--- src/rtl/cache_pkg.sv ---
// Shared widths, FSM state encoding and address-field helpers for the
// 4-line direct-mapped cache controller.
package cache_pkg;

    localparam int ADDR_W_DEF  = 5;
    localparam int DATA_W_DEF  = 32;
    localparam int INDEX_W_DEF = 2;

    typedef enum logic [2:0] {
        IDLE,
        LOOKUP,
        MEM_READ,
        MEM_WRITE,
        RESP
    } state_t;

    // Helpers work on a zero-extended 32-bit address; callers size-cast the result.
    function automatic logic [31:0] addr_tag(input logic [31:0] addr, input int index_w);
        return addr >> index_w;
    endfunction

    function automatic logic [31:0] addr_index(input logic [31:0] addr, input int index_w);
        return addr & ((32'd1 << index_w) - 32'd1);
    endfunction

endpackage

--- src/rtl/cache_tag_store.sv ---
// Valid/tag/data arrays of the direct-mapped cache with combinational hit
// detection and synchronous fill, write-hit update and invalidate.
module cache_tag_store
    import cache_pkg::*;
#(
    parameter int ADDR_W  = ADDR_W_DEF,
    parameter int DATA_W  = DATA_W_DEF,
    parameter int INDEX_W = INDEX_W_DEF
) (
    input  logic                      clk,
    input  logic                      rst,
    input  logic                      flush,
    input  logic [INDEX_W-1:0]        index,
    input  logic [ADDR_W-INDEX_W-1:0] tag,
    output logic                      hit,
    output logic [DATA_W-1:0]         rd_data,
    input  logic                      fill_en,
    input  logic [DATA_W-1:0]         fill_data,
    input  logic                      upd_en,
    input  logic [DATA_W-1:0]         upd_data
);

    localparam int TAG_W = ADDR_W - INDEX_W;
    localparam int LINES = 2 ** INDEX_W;

    logic [LINES-1:0]  valid;
    logic [TAG_W-1:0]  tag_arr  [LINES];
    logic [DATA_W-1:0] data_arr [LINES];

    assign hit     = valid[index] && (tag_arr[index] == tag);
    assign rd_data = data_arr[index];

    always_ff @(posedge clk) begin
        if (rst || flush) begin
            valid <= '0;
        end else if (fill_en) begin
            valid[index] <= 1'b1;
        end
    end

    // Tag and data storage is deliberately left unreset; valid bits guard it.
    always_ff @(posedge clk) begin
        if (fill_en) begin
            tag_arr[index]  <= tag;
            data_arr[index] <= fill_data;
        end else if (upd_en) begin
            data_arr[index] <= upd_data;
        end
    end

endmodule

--- src/rtl/cache_ctrl.sv ---
// Sequencing controller: request latch, lookup FSM, write-through RAM
// handshake and saturating hit/miss statistics.
module cache_ctrl
    import cache_pkg::*;
#(
    parameter int ADDR_W  = ADDR_W_DEF,
    parameter int DATA_W  = DATA_W_DEF,
    parameter int INDEX_W = INDEX_W_DEF
) (
    input  logic              clk,
    input  logic              rst,
    input  logic              cpu_req,
    input  logic              cpu_wr,
    input  logic [ADDR_W-1:0] cpu_addr,
    input  logic [DATA_W-1:0] cpu_wdata,
    input  logic              cpu_flush,
    output logic              cpu_busy,
    output logic              cpu_ready,
    output logic [DATA_W-1:0] cpu_rdata,
    output logic              mem_en,
    output logic              mem_wr,
    output logic [ADDR_W-1:0] mem_addr,
    output logic [DATA_W-1:0] mem_wdata,
    input  logic [DATA_W-1:0] mem_rdata,
    input  logic              mem_ack,
    output logic [15:0]       hit_cnt,
    output logic [15:0]       miss_cnt
);

    localparam int TAG_W = ADDR_W - INDEX_W;

    state_t state, next_state;

    logic              wr_q;
    logic [ADDR_W-1:0] addr_q;
    logic [DATA_W-1:0] wdata_q;

    logic [INDEX_W-1:0] index;
    logic [TAG_W-1:0]   tag;
    logic               hit;
    logic [DATA_W-1:0]  rd_data;
    logic               flush_en;
    logic               fill_en;
    logic               upd_en;

    assign index = INDEX_W'(addr_index(32'(addr_q), INDEX_W));
    assign tag   = TAG_W'(addr_tag(32'(addr_q), INDEX_W));

    assign flush_en = (state == IDLE) && cpu_flush;
    assign fill_en  = (state == MEM_READ) && mem_ack && !rst;
    assign upd_en   = (state == LOOKUP) && wr_q && hit && !rst;

    cache_tag_store #(
        .ADDR_W (ADDR_W),
        .DATA_W (DATA_W),
        .INDEX_W(INDEX_W)
    ) u_tag_store (
        .clk      (clk),
        .rst      (rst),
        .flush    (flush_en),
        .index    (index),
        .tag      (tag),
        .hit      (hit),
        .rd_data  (rd_data),
        .fill_en  (fill_en),
        .fill_data(mem_rdata),
        .upd_en   (upd_en),
        .upd_data (wdata_q)
    );

    always_ff @(posedge clk) begin
        if (rst) begin
            state <= IDLE;
        end else begin
            state <= next_state;
        end
    end

    always_ff @(posedge clk) begin
        if (state == IDLE && cpu_req && !cpu_flush) begin
            wr_q    <= cpu_wr;
            addr_q  <= cpu_addr;
            wdata_q <= cpu_wdata;
        end
    end

    always_comb begin
        next_state = state;
        unique case (state)
            IDLE: begin
                if (!cpu_flush && cpu_req) begin
                    next_state = LOOKUP;
                end
            end
            LOOKUP: begin
                if (wr_q) begin
                    next_state = MEM_WRITE;
                end else if (hit) begin
                    next_state = RESP;
                end else begin
                    next_state = MEM_READ;
                end
            end
            MEM_READ, MEM_WRITE: begin
                if (mem_ack) begin
                    next_state = RESP;
                end
            end
            RESP: next_state = IDLE;
            default: next_state = IDLE;
        endcase
    end

    // Every lookup bumps exactly one counter; both stick at all-ones.
    always_ff @(posedge clk) begin
        if (rst) begin
            cpu_rdata <= '0;
            hit_cnt   <= '0;
            miss_cnt  <= '0;
        end else begin
            if (state == LOOKUP) begin
                if (hit) begin
                    if (hit_cnt != 16'hFFFF) begin
                        hit_cnt <= hit_cnt + 16'd1;
                    end
                    if (!wr_q) begin
                        cpu_rdata <= rd_data;
                    end
                end else if (miss_cnt != 16'hFFFF) begin
                    miss_cnt <= miss_cnt + 16'd1;
                end
            end
            if (state == MEM_READ && mem_ack) begin
                cpu_rdata <= mem_rdata;
            end
        end
    end

    assign cpu_busy  = (state != IDLE);
    assign cpu_ready = (state == RESP);
    assign mem_en    = (state == MEM_READ) || (state == MEM_WRITE);
    assign mem_wr    = (state == MEM_WRITE);
    assign mem_addr  = addr_q;
    assign mem_wdata = wdata_q;

endmodule

--- config.mk ---
export PLATFORM = sky130hd
export DESIGN_NAME = cache_ctrl
export DESIGN_NICKNAME = d
export VERILOG_FILES = /design/src/rtl/cache_pkg.sv /design/src/rtl/cache_tag_store.sv /design/src/rtl/cache_ctrl.sv
export SDC_FILE = /design/constraint.sdc
export NUM_CORES = 1
export LEC_CHECK = 0
export CORE_UTILIZATION = 57
export DETAILED_ROUTE_END_ITERATION = 6
export GPL_TIMING_DRIVEN = 0
export PLACE_DENSITY = 0.85
export SLEW_MARGIN = 25
export SYNTH_ARGS = -nofsm -noshare
export SYNTH_HDL_FRONTEND = slang
export SYNTH_SLANG_ARGS = --single-unit
--- constraint.sdc ---
create_clock -name clk -period 12.9 [get_ports clk]
set_clock_uncertainty 0.05 [all_clocks]
set_input_delay 1.935 -clock clk [delete_from_list [all_inputs] [get_ports clk]]
set_output_delay 1.935 -clock clk [all_outputs]
set_load 0.05 [all_outputs]
==> impl_metrics.tcl, run 1 <==
set metrics [dict create \
    path_class "in2reg" \
    vias 7601 \
    grt_pass1_wl_mm 40.5 \
    syn-num-nets 799 \
    p_per_area_mw_per_mm2 152 \
    tns_ns 0 \
    initial_core_util_pct 58.4 \
    synth_edf_count 178 \
    path_max_fanout 8 \
    cts_setup_buffers 0 \
    drt-total-wl_mm 26.6 \
    drive_gt1_share_pct 15.3 \
    clock_sinks 251 \
    crit_top_cell "buf_4" \
    yosys.cell_types.count 47 \
    hold_slack_ns 0.411 \
    min_period_ns 4.70 \
    cts_hold_buf 0 \
    setup_viol 0 \
    cts_max_path_buffers 3 \
    async_flop_share_pct 0 \
    detail-route-antenna-nets 0 \
    grt_max_degree 22 \
    cts_buffers 26 \
    dr.first_iter.drc_count 589 \
    tritoncts "yes" \
    period_share_pct 36.4 \
    tightest_slew_ns 1.04 \
    synth_ff_type "edfxtp_1" \
    grt_pass1_vias 7466 \
    crit_path_start_kind "input port" \
    synthTopCellsByCount "178 x edfxtp_1, 73 x dfxtp_1, 56 x mux2_2" \
    die_area_mm2 0.0190 \
    grt-ovfl-total 0 \
    dieHeight_um 138 \
    htreeDepth 1 \
    io_pins 180 \
    wl_per_cell_um 22.4 \
    synth_cells 722 \
    fin_util_pct 75.6 \
    cp_data_required_time_ns 13.08 \
    synth_area_per_cell_um2 14.6 \
    drc 0 \
    die_w_um 138 \
    critPathCaptureType "register" \
    ys_warn_count 0 \
    n_antenna_cell 0 \
    clkTransAtPathRegs_ns 0.06 \
    p_leak_uw 0.00450 \
    synth_most_common_cell "edfxtp_1" \
    hold_viol_final 0 \
    cp_data_arrival_time_ns 4.87 \
    ir_drop_uv 136 \
    seq_area_frac_synth_pct 64.6 \
    critPathMaxStageDelay_ns 0.82 \
    max-cap-violations 0 \
    maxClockFrequency_ghz 0.213 \
    rsz0062_at_grt "false" \
    rows 49 \
    hold_class "reg2reg" \
    path_cells "clkdlybuf4s50_1 -> nand2_1 -> nor3_1 -> a21boi_1 -> nor3_2 -> buf_4 -> buf_4" \
    antenna_found_initial 0 \
    gp_congestion 0.891 \
    viasPerCell 6.41 \
    cts_resized 0 \
    status "completed" \
    syn_area_mm2 0.0105 \
    clock_latency_ns 0.53 \
    synth_area_leaders "edfxtp_1 51%, dfxtp_1 14%, mux4_2 7.7%, mux2_2 6.0%, o2111ai_1 2.7%" \
    drt-pass1-iter-count 5 \
    hpwl_mm 17.9 \
    portBuffers 179 \
    final_nets 1014 \
    synth.largest_area_cell "edfxtp_1" \
    ys_seq_elements 251 \
    cts_root_buffer "clkbuf_16" \
    fp.coreArea_mm2 0.0180 \
    synth_top_cell_area_share_pct 50.8 \
    synthToLayoutAreaGrowth_pct 29.4 \
    crit_path_top_delay_cell "nor3_1" \
    slew_violations 0 \
    max-slew-margin-rel_pct 30.0 \
    grt_usage_pct 28.6 \
]
[stage by stage]
step	setup slack [ns]	area [um2]	total power [uW]	instances
2_1_floorplan	7.47	10500	1190	722
3_3_place_gp	4.94	12600	1320	1130
3_5_place_dp	7.79	12800	1340	1138
4_1_cts	8.29	13600	2070	1186
5_1_grt	8.13	13600	2120	1186
6_report	8.20	13600	2070	1186
[cell usage in the layout (no fill, tap or decap), types with 10 or more instances in the layout]
cell type / instances
clkdlybuf4s50_1: 179
edfxtp_1: 178
dfxtp_1: 73
mux2_2: 56
clkbuf_1: 51
nand2_1: 48
nand4_1: 43
mux4_2: 36
o2111ai_1: 32
clkbuf_16: 27
a21oi_1: 26
or4_1: 21
o31ai_1: 18
mux2_1: 16
nand3_1: 12
buf_1: 10
nor2_1: 10
[metal layers]
layer	GRT usage, %	vias to the layer above	share of wire, %
met2	47.5	439	49
met3	3.84	85	8.3
met5	0	-	0
met4	11.5	0	3.5
met1	38.3	3740	39
li1	-	3337	-
[sequential cells by signal, summed over array words and instances, names as in the netlist, named ones only]
signal / cells
u_tag_store.data_arr: 128
cpu_rdata: 32
mem_wdata: 32
hit_cnt: 16
miss_cnt: 16
u_tag_store.tag_arr: 12
mem_addr: 5
u_tag_store.valid: 4
state: 3
wr_q: 1
[worst max-delay path, delay by kind of cell]
| family | cells | cell delay (ns) |
|---|---|---|
| AND/OR/NAND/NOR | 3 | 1.40 |
| buffers and inverters | 3 | 1.05 |
| AO/OA/AOI/OAI | 1 | 0.48 |
[logic make-up after synthesis]
logic type      Yosys count  share of synthesized area, %
mux                     109                          15.5
compound gates           95                          6.40
simple gates            194                          10.4
fa+ha+maj                 2                         0.238
flops                   251                          64.6
buf+inv                  65                          2.34
xor+xnor                  6                         0.499
[final cells by class]
class | instances | area, um2
clock buffers | 33 | 698
inverters | 7 | 26.3
plain buffers | 58 | 221
flip-flops and latches | 251 | 6810
multi-input cells | 406 | 3510
clock inverters | 15 | 144
fillers | 1089 | 4400
well taps | 229 | 287
repair buffers | 187 | 1930
[where the power goes]
group	total, uW	switching, uW	internal [uW]
clock network	740	300	440
logic	390	244	146
registers	937	26.7	910
total	2070	570	1500
[worst paths after layout]
kind	to	slack, ns	depth (start not counted)	startpoint
max reg2reg	u_tag_store.data_arr[0][19]$_DFFE_PP_	9.13	9	state[0]$_SDFFE_PP0P_
min	cpu_rdata[25]$_SDFFE_PP0P_	0.41	2	cpu_rdata[25]$_SDFFE_PP0P_
min reg2reg	cpu_rdata[25]$_SDFFE_PP0P_	0.41	2	cpu_rdata[25]$_SDFFE_PP0P_
max	u_tag_store.data_arr[0][19]$_DFFE_PP_	8.20	7	mem_ack
Power figures use the tool's default switching activity.
==> run 2, diff against run 1 <==
--- a/config.mk
+++ b/config.mk
@@ -5,10 +5,10 @@
 export SDC_FILE = /design/constraint.sdc
 export NUM_CORES = 1
 export LEC_CHECK = 0
-export CORE_UTILIZATION = 57
+export CORE_UTILIZATION = 48
 export DETAILED_ROUTE_END_ITERATION = 6
 export GPL_TIMING_DRIVEN = 0
-export PLACE_DENSITY = 0.85
+export PLACE_DENSITY = 0.76
 export SLEW_MARGIN = 25
 export SYNTH_ARGS = -nofsm -noshare
 export SYNTH_HDL_FRONTEND = slang
==> constraint.sdc (replaced) <==
create_clock -name clk -period 4 [get_ports clk]
set_clock_uncertainty 0.05 [all_clocks]
set_input_delay 0.6 -clock clk [delete_from_list [all_inputs] [get_ports clk]]
set_output_delay 0.6 -clock clk [all_outputs]
set_load 0.05 [all_outputs]
==> run 2 against run 1 <==
Effect of this change:
- sequential cell count did not move
- via count fell by 1.9%
- die area rose by 18%
- critical path depth rose by 2
- register-to-register slack got worse by 8.8 ns
- total power rose to 3.3 times the previous value
- sequential power rose to 3.2 times the previous value
- first-iteration DRC count rose by 1.5%
- final area rose by 1.1%
- largest power group unchanged
==> impl_metrics.tcl, run 2 (synthesis gave the netlist of run 1 again) <==
set metrics [dict create \
    status "completed" \
    max-slew-margin-rel_pct 30.6 \
    worstRegToRegCells 9 \
    rows 53 \
    min_period_ns 3.72 \
    antenna_found_initial 0 \
    power_frac_comb_pct 18.3 \
    switchingPower_uw 1890 \
    cts_hold_buf 0 \
    grt_pass1_wl_mm 40.2 \
    hold_class "reg2reg" \
    num-fill-cells 1521 \
    synthToLayoutAreaGrowth_pct 30.8 \
    ir_drop_uv 344 \
    clock_latency_ns 0.54 \
    p_leak_uw 0.00455 \
    hold_viol_final 0 \
    hold_start "cpu_rdata[18]$_SDFFE_PP0P_" \
    critPathCaptureType "register" \
    fp.coreArea_mm2 0.0213 \
    crit_path_top_delay_cell "a21boi_1" \
    initial_core_util_pct 49.5 \
    clkTransAtPathRegs_ns 0.06 \
    cts_root_buffer "clkbuf_16" \
    r2r-start "mem_addr[0]$_DFFE_PP_" \
    n_antenna_cell 0 \
    viasPerCell 6.05 \
    io_pins 180 \
    reg2reg_to "u_tag_store.data_arr[0][29]$_DFFE_PP_" \
    gp_congestion 0.875 \
    p_seq_share_pct 44.0 \
    rsz0062_at_grt "false" \
    path_class "reg2reg" \
    cts_buffers 27 \
    switching_share_pct 27.5 \
    fin_area_mm2 0.0138 \
    slew_violations 0 \
    hold_path_end "cpu_rdata[18]$_SDFFE_PP0P_" \
    tightest_slew_ns 1.03 \
    vias 7457 \
    grt_usage_pct 23.4 \
    period_share_pct 93.0 \
    intPower_uw 4970 \
    grt_pass1_vias 7273 \
    grt-ovfl-total 0 \
    cp_data_required_time_ns 4.25 \
    p_per_area_mw_per_mm2 498 \
    grt_use_met3_pct 4.00 \
    mostFrequentLayoutCells "179 x clkdlybuf4s50_1, 178 x edfxtp_1, 73 x dfxtp_1" \
    max-cap-violations 0 \
    critPathMaxStageDelay_ns 0.75 \
    rrSetupSlack_ns 0.28 \
    dieHeight_um 150 \
    htreeDepth 1 \
    setup_viol 0 \
    largest_reg_flops 128 \
    whs_path_depth 2 \
    cts_setup_buffers 0 \
    wl_per_cell_um 21.1 \
    top_register "u_tag_store.data_arr" \
    dr.first_iter.drc_count 598 \
    cts_max_path_buffers 3 \
    crit_top_cell "buf_8" \
    place_area_mm2 0.0128 \
    grt-busiest-layer "met2" \
    maxClockFrequency_ghz 0.269 \
    grt_util_met1_pct 32.2 \
    final_common_cell "clkdlybuf4s50_1" \
    use_met2_pct 38.0 \
    drt-pass1-iter-count 5 \
    portBuffers 179 \
    path_max_fanout 11 \
    clkPwrFrac_pct 37.7 \
    fin_util_pct 64.7 \
    die_w_um 150 \
    tritoncts "yes" \
    detail-route-antenna-nets 0 \
    crit_path_start_kind "register" \
    final_nets 1014 \
    grt_max_degree 27 \
    die_area_mm2 0.0225 \
    drive_gt1_share_pct 15.8 \
    path_cells "mux4_2 -> and4_1 -> nand4_1 -> clkbuf_1 -> a21boi_1 -> nor3_4 -> buf_6 -> buf_8 -> buf_8" \
    drc 0 \
    drt-total-wl_mm 26.0 \
    clock_sinks 251 \
    cp_data_arrival_time_ns 3.97 \
    finalPower_uw 6860 \
    hpwl_mm 17.9 \
]
==> run 2: cell types whose count changed in the layout (fill, tap and decap cells not counted), sizes merged <==
cell      delta
clkinv       -5
clkinvlp     -2
buf          -1
clkbuf       +5
inv          +2
bufinv       +1
==> run 2: metrics by stage <==
stage               worst slack (ns)  hold slack [ns]  instances  setup TNS [ns]
global route                  0.0478            0.431       1232               0
global placement               -1.34            0.395       1176         -163.21
detailed placement            0.0804            0.402       1183               0
CTS                           0.0792            0.412       1232               0
finish                         0.280            0.408       1232               0
floorplan                      0.360            0.385        722               0
==> run 2: worst max path at each step <==
stage                                                  to  depth (start not counted)  slack, ns                   from
floorplan            u_tag_store.data_arr[3][0]$_DFFE_PP_                          6       0.36  mem_addr[0]$_DFFE_PP_
global placement    u_tag_store.data_arr[3][23]$_DFFE_PP_                          7      -1.34  state[0]$_SDFFE_PP0P_
detailed placement  u_tag_store.data_arr[0][23]$_DFFE_PP_                         10       0.08                    rst
CTS                 u_tag_store.data_arr[0][26]$_DFFE_PP_                         10       0.08  state[0]$_SDFFE_PP0P_
global route        u_tag_store.data_arr[0][24]$_DFFE_PP_                         10       0.05  state[0]$_SDFFE_PP0P_
finish              u_tag_store.data_arr[0][29]$_DFFE_PP_                          9       0.28  mem_addr[0]$_DFFE_PP_
==> run 2: power by group through the flow <==
| stage | sequential (uW) | combinational [uW] | clock (uW) |
|---|---|---|---|
| floorplan | 3340 | 505 | 0 |
| global placement | 3070 | 1200 | 0 |
| detailed placement | 3070 | 1250 | 0 |
| CTS | 3020 | 1260 | 2620 |
| global route | 3030 | 1330 | 2720 |
| finish | 3020 | 1250 | 2590 |
==> run 2: what timing repair did <==
action	in CTS	in global routing
hold endpoints to repair	0	0
setup endpoints to repair	0	54
gates resized for setup	0	1
==> run 2: critical path, delay by kind of cell (launching register included) <==
| family | cells | cell delay (ns) |
|---|---|---|
| mux | 1 | 0.58 |
| flops | 1 | 0.47 |
| simple gates | 3 | 0.51 |
| compound gates | 1 | 0.75 |
| buf+inv | 4 | 1.10 |
==> run 2: area by class of cell <==
class	instances	area, um2	share of cell area (%)
sequential	251	6810	49.4
multi-input combinational	406	3520	25.6
timing repair buffer	186	1940	14.0
clock buffer	38	747	5.42
tap	275	344	2.50
buffer	58	221	1.61
clock inverter	11	175	1.27
inverter	7	26.3	0.191
==> run 2: routing by layer <==
metal | vias up | wire (um)
li1 | 3346 | -
met4 | 0 | 743
met5 | - | 0
met3 | 61 | 2110
met1 | 3667 | 10800
met2 | 383 | 12300
